<file path="config.mk">
export PLATFORM = sky130hd
export DESIGN_NAME = ili9341_frame_monitor
export DESIGN_NICKNAME = d
export VERILOG_FILES = /design/src/rtl/ili9341_frame_monitor.sv
export SDC_FILE = /design/constraint.sdc
export NUM_CORES = 1
export LEC_CHECK = 0
export ABC_AREA = 0
export CORE_UTILIZATION = 25
export CTS_CLUSTER_DIAMETER = 120
export DETAILED_ROUTE_END_ITERATION = 7
export SYNTH_ARGS = -nofsm -noshare
export SYNTH_HDL_FRONTEND = slang
export SYNTH_SLANG_ARGS = --single-unit
</file>
<file path="constraint.sdc">
create_clock -name clk_input_data -period 6.5 [get_ports clk_input_data]
set_input_delay 0.975 -clock clk_input_data [delete_from_list [all_inputs] [get_ports clk_input_data]]
set_output_delay 0.975 -clock clk_input_data [all_outputs]
set_load 0.02 [all_outputs]
</file>
<file path="src/rtl/ili9341_frame_monitor.sv">
// Pixel-stream monitor for the ILI9341 path: checks frame length and colour uniformity, and decodes the frame colour to a state code.
// Optional FRAME_MON_CHECKSUM_EN: per-frame 16-bit pixel checksum on frame_sum (constant 0 otherwise).
module ili9341_frame_monitor #(
    parameter int RESOLUTION = 100,
    parameter int PIXEL_SIZE = 16
) (
    input  logic                  clk_input_data,
    input  logic                  rst,
    input  logic [PIXEL_SIZE-1:0] pixel_in,
    input  logic                  frame_done,
    output logic                  frame_valid,
    output logic [PIXEL_SIZE-1:0] frame_color,
    output logic [2:0]            state_code,
    output logic                  uniform,
    output logic                  count_err,
    output logic [15:0]           frame_count,
    output logic [7:0]            error_count,
    output logic                  locked,
    output logic [15:0]           frame_sum
);
    localparam int            CW           = $clog2(RESOLUTION + 1);
    localparam logic [CW-1:0] RES_C        = CW'(RESOLUTION);
    localparam logic [2:0]    CODE_UNKNOWN = 3'd7;

    typedef enum logic {SYNC, CAPTURE} state_t;

    function automatic logic [15:0] to16(input logic [PIXEL_SIZE-1:0] px);
        return 16'(px);
    endfunction

    function automatic logic [2:0] palette(input logic [PIXEL_SIZE-1:0] px);
        logic [2:0] code;
        code = CODE_UNKNOWN;
        if (PIXEL_SIZE == 16) begin
            case (to16(px))
                16'hFFE0: code = 3'd0;
                16'h07FF: code = 3'd1;
                16'hF800: code = 3'd2;
                16'h780F: code = 3'd3;
                16'h0000: code = 3'd4;
                16'h001F: code = 3'd5;
                default:  code = CODE_UNKNOWN;
            endcase
        end
        return code;
    endfunction

    function automatic logic [7:0] sat_inc8(input logic [7:0] v);
        return (v == 8'hFF) ? v : v + 8'd1;
    endfunction

    state_t                  state_q, state_d;
    logic [CW-1:0]           cnt_q, cnt_d;
    logic                    uni_q, uni_d;
    logic [PIXEL_SIZE-1:0]   first_px_q, first_px_d;
    logic                    frame_valid_q, frame_valid_d;
    logic [PIXEL_SIZE-1:0]   frame_color_q, frame_color_d;
    logic [2:0]              state_code_q, state_code_d;
    logic                    uniform_q, uniform_d;
    logic                    count_err_q, count_err_d;
    logic [15:0]             frame_count_q, frame_count_d;
    logic [7:0]              error_count_q, error_count_d;

    logic report, overrun, sample;
    logic frame_ok;

    assign report   = (state_q == CAPTURE) && frame_done;
    assign overrun  = (state_q == CAPTURE) && !frame_done && (cnt_q == RES_C);
    assign sample   = (state_q == CAPTURE) && !frame_done && (cnt_q != RES_C);
    // A frame with no pixels can never be uniform, whatever uni_q holds.
    assign frame_ok = uni_q && (cnt_q != '0);

    always_comb begin
        state_d       = state_q;
        cnt_d         = cnt_q;
        uni_d         = uni_q;
        first_px_d    = first_px_q;
        frame_valid_d = 1'b0;
        frame_color_d = frame_color_q;
        state_code_d  = state_code_q;
        uniform_d     = uniform_q;
        count_err_d   = count_err_q;
        frame_count_d = frame_count_q;
        error_count_d = error_count_q;

        if (frame_done) begin
            state_d = CAPTURE;
            cnt_d   = '0;
            uni_d   = 1'b0;
        end

        if (report) begin
            frame_valid_d = 1'b1;
            frame_color_d = first_px_q;
            uniform_d     = frame_ok;
            count_err_d   = (cnt_q != RES_C);
            state_code_d  = frame_ok ? palette(first_px_q) : CODE_UNKNOWN;
            frame_count_d = frame_count_q + 16'd1;
            if (cnt_q != RES_C) error_count_d = sat_inc8(error_count_q);
        end else if (overrun) begin
            state_d       = SYNC;
            cnt_d         = '0;
            uni_d         = 1'b0;
            count_err_d   = 1'b1;
            error_count_d = sat_inc8(error_count_q);
        end else if (sample) begin
            cnt_d = cnt_q + 1'b1;
            if (cnt_q == '0) begin
                first_px_d = pixel_in;
                uni_d      = 1'b1;
            end else begin
                uni_d = uni_q && (pixel_in == first_px_q);
            end
        end
    end

    always_ff @(posedge clk_input_data) begin
        if (!rst) begin
            state_q       <= SYNC;
            cnt_q         <= '0;
            uni_q         <= 1'b0;
            first_px_q    <= '0;
            frame_valid_q <= 1'b0;
            frame_color_q <= '0;
            state_code_q  <= CODE_UNKNOWN;
            uniform_q     <= 1'b0;
            count_err_q   <= 1'b0;
            frame_count_q <= '0;
            error_count_q <= '0;
        end else begin
            state_q       <= state_d;
            cnt_q         <= cnt_d;
            uni_q         <= uni_d;
            first_px_q    <= first_px_d;
            frame_valid_q <= frame_valid_d;
            frame_color_q <= frame_color_d;
            state_code_q  <= state_code_d;
            uniform_q     <= uniform_d;
            count_err_q   <= count_err_d;
            frame_count_q <= frame_count_d;
            error_count_q <= error_count_d;
        end
    end

`ifdef FRAME_MON_CHECKSUM_EN
    logic [15:0] sum_q, sum_d;
    logic [15:0] frame_sum_q, frame_sum_d;

    always_comb begin
        sum_d       = sum_q;
        frame_sum_d = frame_sum_q;
        if (frame_done) begin
            sum_d = '0;
            if (report) frame_sum_d = sum_q;
        end else if (overrun) begin
            sum_d = '0;
        end else if (sample) begin
            sum_d = sum_q + to16(pixel_in);
        end
    end

    always_ff @(posedge clk_input_data) begin
        if (!rst) begin
            sum_q       <= '0;
            frame_sum_q <= '0;
        end else begin
            sum_q       <= sum_d;
            frame_sum_q <= frame_sum_d;
        end
    end

    assign frame_sum = frame_sum_q;
`else
    assign frame_sum = 16'd0;
`endif

    assign frame_valid = frame_valid_q;
    assign frame_color = frame_color_q;
    assign state_code  = state_code_q;
    assign uniform     = uniform_q;
    assign count_err   = count_err_q;
    assign frame_count = frame_count_q;
    assign error_count = error_count_q;
    assign locked      = (state_q == CAPTURE);

endmodule

</file>
==> qor.csv, run 1 <==
metric,value,unit
ys_seq_area_frac,0.4155,
min-delay-start,frame_color[4],
clk_pin_slew_worst_paths,50,ps
cp-end-kind,register,
syn_to_final_growth,29.26,%
ff2ff_setup_slack,3770,ps
synth_cell_types,42,
routabilityCongestion,0.8152,
hold_viol,0,
cts_root_buffer,clkbuf_16,
routedWlPerCell,12.88,um
numCtsBuffers,9,
layoutNonFillerInstCount,627,
finalMaxSlewViolations,0,
switching_share,0.2474,
n_fill_cell,1374,
die_h,119.0,um
finalCriticalPeriod,3232,ps
power.leakage,1.503,nW
slew_headroom,0.3174,
core-area,0.01330,mm2
async_flop_share,0,
arrival,3460,ps
die-area,0.01416,mm2
cellInternalPower,0.7417,mW
synth-edff-count,0,
layout_common_cells,"dfxtp_1, clkdlybuf4s50_1, nand2_1",
fin_nets,469,
startpoint_type,input pin,
hold_class,reg2reg,
power_switching,0.2438,mW
postRouteAntennaNets,0,
cts_resized,0,
portBuffers,65,
maxCapViolations,0,
holdBufCountCts,0,
dr.pass1.iters,6,
drive_gt1_frac,0.04435,
vias,2796,
avgSynthCellArea,8.862,um2
synth_ff_type,dfxtp_1,
clockBufferDepth,2,
cts_htree_levels,3,
rows,42,
holdPathStages,2,
worstMarginPinSlew,1021,ps
antenna_found_initial,0,
power_density,222.9,mW/mm2
fin_setup_tns,0,ps
clock_power_share,0.445,
r2r-start,cnt_q[0],
ios,82,
diodes,0,
grt_pass1_wl,13310,um
pwr-share-comb,0.093,
seq_power_share,0.463,
final_common_cell,dfxtp_1,
gr-usage-all-layers,0.1196,
cts_setup_buffers,0,
insertion_delay,340,ps
cts_tree,done,
crit_fanout,23,
reg2regPathDepth,7,
max_freq,309.4,MHz
start_util,0.2573,
die_w,119.0,um
multi_input_area,0.001833,mm2
min_period_over_period,0.4972,
whs,459.0,ps
rsz0062_at_grt,no,
outcome,completed,
min_to,frame_color[4],
peakVddDrop,0.1103,mV
grt_overflow,0,
dr.first_iter.drc_count,174,
timing.rr.end,first_px_q[2],
fin_skew,8.179,ps
grt_pass1_vias,2653,
grt_max_degree,64,
netlist_area,0.003421,mm2
seqCellArea,0.001421,mm2
setup_viol,0,
critPathKind,in2reg,
vias_per_cell,4.459,
dp_hpwl,5761,um
clock-sinks,71,
placed_cells,611,
netlist_instances,386,
crit_required,6730,ps
ys_warn_count,0,
drc,0,
synth-seq-cells,71,
wirelength,8077,um
==> worst max path at each step <==
| stage | from | endpoint |
|---|---|---|
| floorplan | cnt_q[0] | first_px_q[0] |
| global placement | frame_done | frame_count[13] |
| detailed placement | frame_done | frame_count[13] |
| CTS | frame_done | frame_count[13] |
| global route | frame_done | frame_count[13] |
| finish | frame_done | frame_count[13] |
==> power by group through the flow <==
| stage | clock (mW) | combinational, mW | sequential (mW) |
|---|---|---|---|
| CTS | 0.452 | 0.0924 | 0.456 |
| detailed placement | 0 | 0.0919 | 0.465 |
| floorplan | 0 | 0.0672 | 0.465 |
| global placement | 0 | 0.0903 | 0.465 |
| finish | 0.438 | 0.0914 | 0.456 |
| global route | 0.471 | 0.100 | 0.457 |
==> cells in the mapped netlist, types with 9 or more instances <==
cell | count | area (um2)
nand4_1 | 14 | 87.58
dfxtp_1 | 71 | 1421
nand3_1 | 12 | 60.06
xnor2_1 | 24 | 210.2
clkbuf_1 | 13 | 48.80
buf_4 | 16 | 120.1
nand2_1 | 54 | 202.7
o21ai_0 | 12 | 60.06
nor2_1 | 17 | 63.81
and2_1 | 14 | 87.58
nor2b_1 | 16 | 100.1
xor2_1 | 10 | 87.58
a21oi_1 | 9 | 45.04
a21boi_0 | 26 | 195.2
mux2i_1 | 18 | 180.2
==> kinds of logic (layout without fill, tap and decap cells) <==
group,Yosys count,after routing,synth area share
other,1,16,0.001096
xor gates and xnor gates,34,34,0.08705
buffers and inverters,38,88,0.06511
and+or+nand+nor,165,165,0.2557
muxes,18,18,0.05267
DFF,71,71,0.4155
AOI/OAI and AO/OA,55,55,0.1083
adders and majority gates,4,4,0.01463
==> cell type report <==
| class | count | share of cell area |
|---|---|---|
| clock buffer | 10 | 0.05178 |
| clock inverter | 6 | 0.008489 |
| inverter | 6 | 0.005093 |
| multi-input combinational | 292 | 0.4145 |
| sequential | 71 | 0.3214 |
| tap | 176 | 0.04980 |
| timing repair buffer | 66 | 0.1488 |
==> worst max-delay path: stages <==
cell and delay, ps:
clkdlybuf4s50_1 600, and2_1 720, nand4_1 440, nor4_1 440, xor2_1 100, and2_1 170
==> stage by stage <==
stage | total power, mW | setup WS, ps | instance area [um2] | utilization
floorplan | 0.5322 | 4226 | 3477 | -
global placement | 0.5552 | 3023 | 4155 | 0.3125
detailed placement | 0.5573 | 2894 | 4155 | 0.3125
CTS | 1.000 | 3243 | 4422 | 0.3326
global route | 1.028 | 2922 | 4422 | 0.3326
finish | 0.9855 | 3268 | 4422 | 0.3326
==> flip-flops by register name (all words and copies together) (netlist names), 3 cells and up <==
name	count
state_code	3
error_count	8
cnt_q	7
frame_color	16
frame_count	16
first_px_q	16
==> layer usage <==
metal | part of all wire | track usage
met1 | 0.47 | 0.1482
met4 | 0.021 | 0.06171
met2 | 0.46 | 0.1897
met3 | 0.047 | 0.03209
met5 | 0 | 0
Note: power is estimated with default switching activity, not from simulation.
==> inputs of run 2 (changes only) <==
Clock period 6.5 ns to 3.1 ns, I/O delays scaled along.
==> run 2 against run 1 <==
  * Clock power up 140%
  * Critical path type is now reg2reg
  * Sequential cell count unchanged
  * Register-to-register slack worse by 3000 ps
==> qor.csv, run 2 (synthesized netlist as in run 1, its figures left out) <==
metric,value,unit,change
insertion_delay,330,ps,about the same
slew_headroom,0.4182,,+0.1008
die-area,0.01416,mm2,unchanged
syn_to_final_growth,30.87,%,
routabilityCongestion,0.7828,,-4.0%
ff2ff_setup_slack,750,ps,-3020 ps
r2r-start,cnt_q[0],,
die_h,119.0,um,unchanged
cts_root_buffer,clkbuf_16,,
crit_required,3320,ps,-3410 ps
setup_viol,0,,unchanged
cts_tree,done,,
fin_skew,7.172,ps,-1.007 ps
worstMarginPinSlew,872.8,ps,-147.9 ps
portBuffers,65,,unchanged
setup_ws,748.3,ps,-2520 ps
gr-usage-all-layers,0.1200,,+0.0004394
power_switching,0.5089,mW,+110%
placed_cells,614,,+0.49%
vias,2786,,-0.36%
dr.pass1.iters,4,,-2
outcome,completed,,
numCtsBuffers,9,,unchanged
crit_fanout,16,,-30%
holdBufCountCts,0,,unchanged
pwr-share-comb,0.089,,-0.004
clock_power_share,0.474,,+0.029
finalCriticalPeriod,2352,ps,
min_period_over_period,0.7586,,
grt_pass1_vias,2638,,-0.57%
seq_power_share,0.436,,-0.027
ios,82,,unchanged
peakVddDrop,0.1967,mV,+78%
die_w,119.0,um,unchanged
fin_nets,472,,+0.64%
core-area,0.01330,mm2,unchanged
reg2regPathDepth,8,,+1
startpoint_type,register,,
grt_max_degree,63,,-1.6%
power_density,489.1,mW/mm2,+120%
vias_per_cell,4.429,,-0.67%
switching_share,0.2324,,-0.01498
rows,42,,unchanged
cpMaxStageDelayCell,or4_4,,
clock-sinks,71,,unchanged
grt_overflow,0,,unchanged
fin_setup_tns,0,ps,unchanged
timing.rr.end,first_px_q[9],,
crit_chain,inv_1 -> ha_1 -> or3b_4 -> or4_4 -> nor3_4 -> buf_4 -> mux2i_1 -> nor2b_1,,
min_to,frame_color[2],,
holdPathStages,2,,unchanged
critPathKind,reg2reg,,
grt_pass1_wl,13480,um,+1.2%
cp-end-kind,register,,
hold_class,reg2reg,,
power.leakage,1.526,nW,+1.6%
layout_common_cells,"dfxtp_1, clkdlybuf4s50_1, nand2_1",,
arrival,2580,ps,-880 ps
layoutNonFillerInstCount,629,,+0.32%
slowest_delay,460,ps,-260 ps
wirelength,8127,um,+0.62%
cts_htree_levels,3,,unchanged
cts_setup_buffers,0,,unchanged
clockBufferDepth,2,,unchanged
clk_pin_slew_worst_paths,60,ps,about the same
drc,0,,unchanged
cellInternalPower,1.681,mW,+130%
cts_resized,0,,unchanged
antenna_found_initial,0,,unchanged
finalMaxSlewViolations,0,,unchanged
max_freq,425.2,MHz,
postRouteAntennaNets,0,,unchanged
min-delay-start,frame_color[2],,
drive_gt1_frac,0.04857,,+0.004219
dp_hpwl,5819,um,+1.0%
maxCapViolations,0,,unchanged
diodes,0,,unchanged
rsz0062_at_grt,no,,
pre_cts_ws,557.4,ps,-2337 ps
hold_viol,0,,unchanged
routedWlPerCell,12.92,um,+0.30%
final_common_cell,dfxtp_1,,
dr.first_iter.drc_count,111,,-36%
start_util,0.2573,,unchanged
## run 2: cell types whose count changed in the layout (fill, tap and decap cells not counted), sizes merged
cell	previous run	this run
clkinv	6	1
buf	1	4
bufinv	0	1
clkbuf	10	12
clkinvlp	0	1
## run 2: area by class of cell
cell class / instances / area [um2]
tap: 176 / 220.2
timing repair buffer: 69 / 680.7
inverter: 6 / 22.52
clock buffer: 12 / 256.5
fill: 1359 / 8818
sequential: 71 / 1421
clock inverter: 3 / 42.54
multi-input combinational: 292 / 1833
## run 2: worst max-delay path by stage
| stage | from | to | slack [ps] | cells past startpoint |
|---|---|---|---|---|
| 2_1_floorplan | cnt_q[0] | first_px_q[0] | 830 | 8 |
| 6_report | cnt_q[0] | first_px_q[9] | 750 | 8 |
| 4_1_cts | cnt_q[0] | first_px_q[9] | 750 | 8 |
| 3_3_place_gp | frame_done | error_count[3] | 650 | 6 |
| 5_1_grt | cnt_q[0] | error_count[4] | 510 | 7 |
| 3_5_place_dp | frame_done | error_count[4] | 560 | 6 |
## run 2: stage by stage
step	area (um2)	util	hold slack (ps)	total power [mW]
after floorplan	3477	-	461.9	1.116
after global placement	4178	0.3142	461.8	1.168
after detailed placement	4178	0.3142	463.4	1.170
after CTS	4477	0.3367	471.6	2.222
after global routing	4477	0.3367	496.6	2.284
final	4477	0.3367	463.7	2.190
## run 2: layer usage
| metal | vias to the layer above | wire (um) | track usage |
|---|---|---|---|
| met3 | 11 | 350 | 0.03784 |
| met1 | 1285 | 3948 | 0.1574 |
| li1 | 1432 | - | - |
| met2 | 58 | 3692 | 0.1846 |
| met4 | 0 | 134 | 0.04193 |
| met5 | - | 0 | 0 |
## run 2: critical path, delay by kind of cell (launching register included)
| family | cells | cell delay (ps) |
|---|---|---|
| fa+ha+maj | 1 | 160 |
| buf+inv | 2 | 380 |
| flops | 1 | 340 |
| mux | 1 | 250 |
| simple gates | 4 | 1090 |
## run 2: power by group through the flow
stage	Sequential (mW)	Combinational (mW)	Clock (mW)
final	0.956	0.195	1.04
after global routing	0.959	0.214	1.11
after CTS	0.956	0.196	1.07
after detailed placement	0.976	0.194	0
after global placement	0.976	0.192	0
after floorplan	0.975	0.141	0
==> inputs of run 3 (changes only) <==
Clock period 3.1 ns to 2.3 ns, I/O delays scaled along.
==> run 3 against run 2 <==
  * Maximum frequency up 3.9%
  * Die area unchanged
  * Global-route usage down 0.26 points
  * Register-to-register slack worse by 710 ps
  * Sequential cell count unchanged
  * Sequential power up 34%
  * Combinational power up 48%
  * First-iteration DRC count up 6.3%
  * Largest power group unchanged
  * Highest routed layer unchanged
==> qor.csv, run 3 (synthesized netlist as in run 1, its figures left out) <==
metric,value,unit,change
arrival,2490,ps,-90 ps
startpoint_type,register,,
grt_pass1_vias,2701,,+2.4%
stdcell_area,0.004616,mm2,+3.1%
cellInternalPower,2.242,mW,+33%
power_switching,0.7383,mW,+45%
ios,82,,unchanged
worstMarginPinSlew,534.3,ps,-338.4 ps
portBuffers,65,,unchanged
clock-sinks,71,,unchanged
grt_overflow,0,,unchanged
seq_power_share,0.431,,-0.005
power.leakage,1.583,nW,+3.7%
total_power,2.980,mW,+36%
utilization,0.3472,,+0.01045
routabilityCongestion,0.8509,,+8.7%
outcome,completed,,
vias_per_cell,4.484,,+1.2%
hold_class,reg2reg,,
die-area,0.01416,mm2,unchanged
die_h,119.0,um,unchanged
fin_skew,7.775,ps,+0.6033 ps
grt_pass1_wl,13120,um,-2.6%
cts_root_buffer,clkbuf_16,,
maxCapViolations,0,,unchanged
max_freq,442.0,MHz,+3.9%
finalMaxSlewViolations,0,,unchanged
min_period_over_period,0.9838,,+0.2252
routedWlPerCell,12.65,um,-2.1%
postRouteAntennaNets,0,,unchanged
layout_common_cells,"dfxtp_1, clkdlybuf4s50_1, nand2_1",,
wirelength,8082,um,-0.55%
cts_htree_levels,3,,unchanged
drc,0,,unchanged
power_density,645.7,mW/mm2,+32%
vias,2865,,+2.8%
layoutNonFillerInstCount,639,,+1.6%
setup_viol,0,,unchanged
ff2ff_setup_slack,40,ps,-710 ps
fin_setup_tns,0,ps,unchanged
syn_to_final_growth,34.93,%,
clockBufferDepth,2,,unchanged
start_util,0.2573,,unchanged
placed_area,0.004248,mm2,+1.7%
pwr-share-comb,0.097,,+0.008
critPathKind,reg2reg,,
grt_max_degree,63,,unchanged
dp_hpwl,5783,um,-0.62%
final_common_cell,dfxtp_1,,
insertion_delay,330,ps,about the same
setup_ws,37.31,ps,-711.0 ps
dr.first_iter.drc_count,118,,+6.3%
gr-usage-all-layers,0.1175,,-0.002571
placed_cells,620,,+0.98%
peakVddDrop,0.3783,mV,+92%
crit_fanout,8,,-8
drive_gt1_frac,0.08423,,+0.03567
fin_nets,481,,+1.9%
pre_cts_ws,61.12,ps,-496.3 ps
clk_pin_slew_worst_paths,60,ps,about the same
hold_viol,0,,unchanged
crit_required,2520,ps,-800 ps
antenna_found_initial,0,,unchanged
core-area,0.01330,mm2,unchanged
clock_power_share,0.473,,about the same
cts_tree,done,,
cp-end-kind,register,,
switching_share,0.2477,,+0.01533
slew_headroom,0.6388,,+0.2206
whs,464.0,ps,+0.2630 ps
dr.pass1.iters,4,,unchanged
diodes,0,,unchanged
die_w,119.0,um,unchanged
rows,42,,unchanged
numCtsBuffers,9,,unchanged
rsz0062_at_grt,yes,,
finalCriticalPeriod,2263,ps,-89.01 ps
==> run 3: changes by cell type in the layout (fill, tap and decap cells not counted), sizes merged <==
cell	previous run	this run
buf	4	12
clkbuf	12	10
clkinv	1	0
clkinvlp	1	3
inv	6	9
==> run 3: path summary, 6_finish.rpt <==
check,startpoint,cells past startpoint,endpoint
max,cnt_q[0],8,first_px_q[6]
min,frame_color[0],2,frame_color[0]
max reg2reg,cnt_q[0],8,first_px_q[6]
min reg2reg,frame_color[0],2,frame_color[0]
==> run 3: area by class of cell <==
cell class	instances	area, um2
fillers	1363	8680
flip-flops and latches	71	1426
multi-input cells	292	1852
inverters	6	22.52
clock inverters	7	78.83
repair buffers	78	790.8
clock buffers	9	225.2
well taps	176	220.2
==> run 3: power groups by stage <==
stage,clock network [mW],logic [mW],registers (mW)
final,1.41,0.288,1.28
after global routing,1.52,0.315,1.29
after CTS,1.45,0.281,1.28
after detailed placement,0,0.280,1.31
after global placement,0,0.276,1.31
after floorplan,0,0.190,1.31
==> run 3: layer usage <==
layer	vias to the layer above	global-route usage	wire length, um
met3	7	0.03161	319
met5	-	0	0
li1	1449	-	-
met4	0	0.04826	89
met1	1346	0.1506	3847
met2	63	0.1857	3826
==> run 3: timing repair <==
action,CTS,global route
buffers inserted,0,2
hold buffers,0,0
gates resized for setup,0,8
setup endpoints to repair,0,18
==> run 3: critical path, stage by stage (launching register included) <==
cell and delay [ps]:
dfxtp_4 360, inv_2 60, ha_4 120, or3b_4 390, or4_4 510, nor3_4 250
clkbuf_16 230, mux2i_1 190, nor2b_1 60
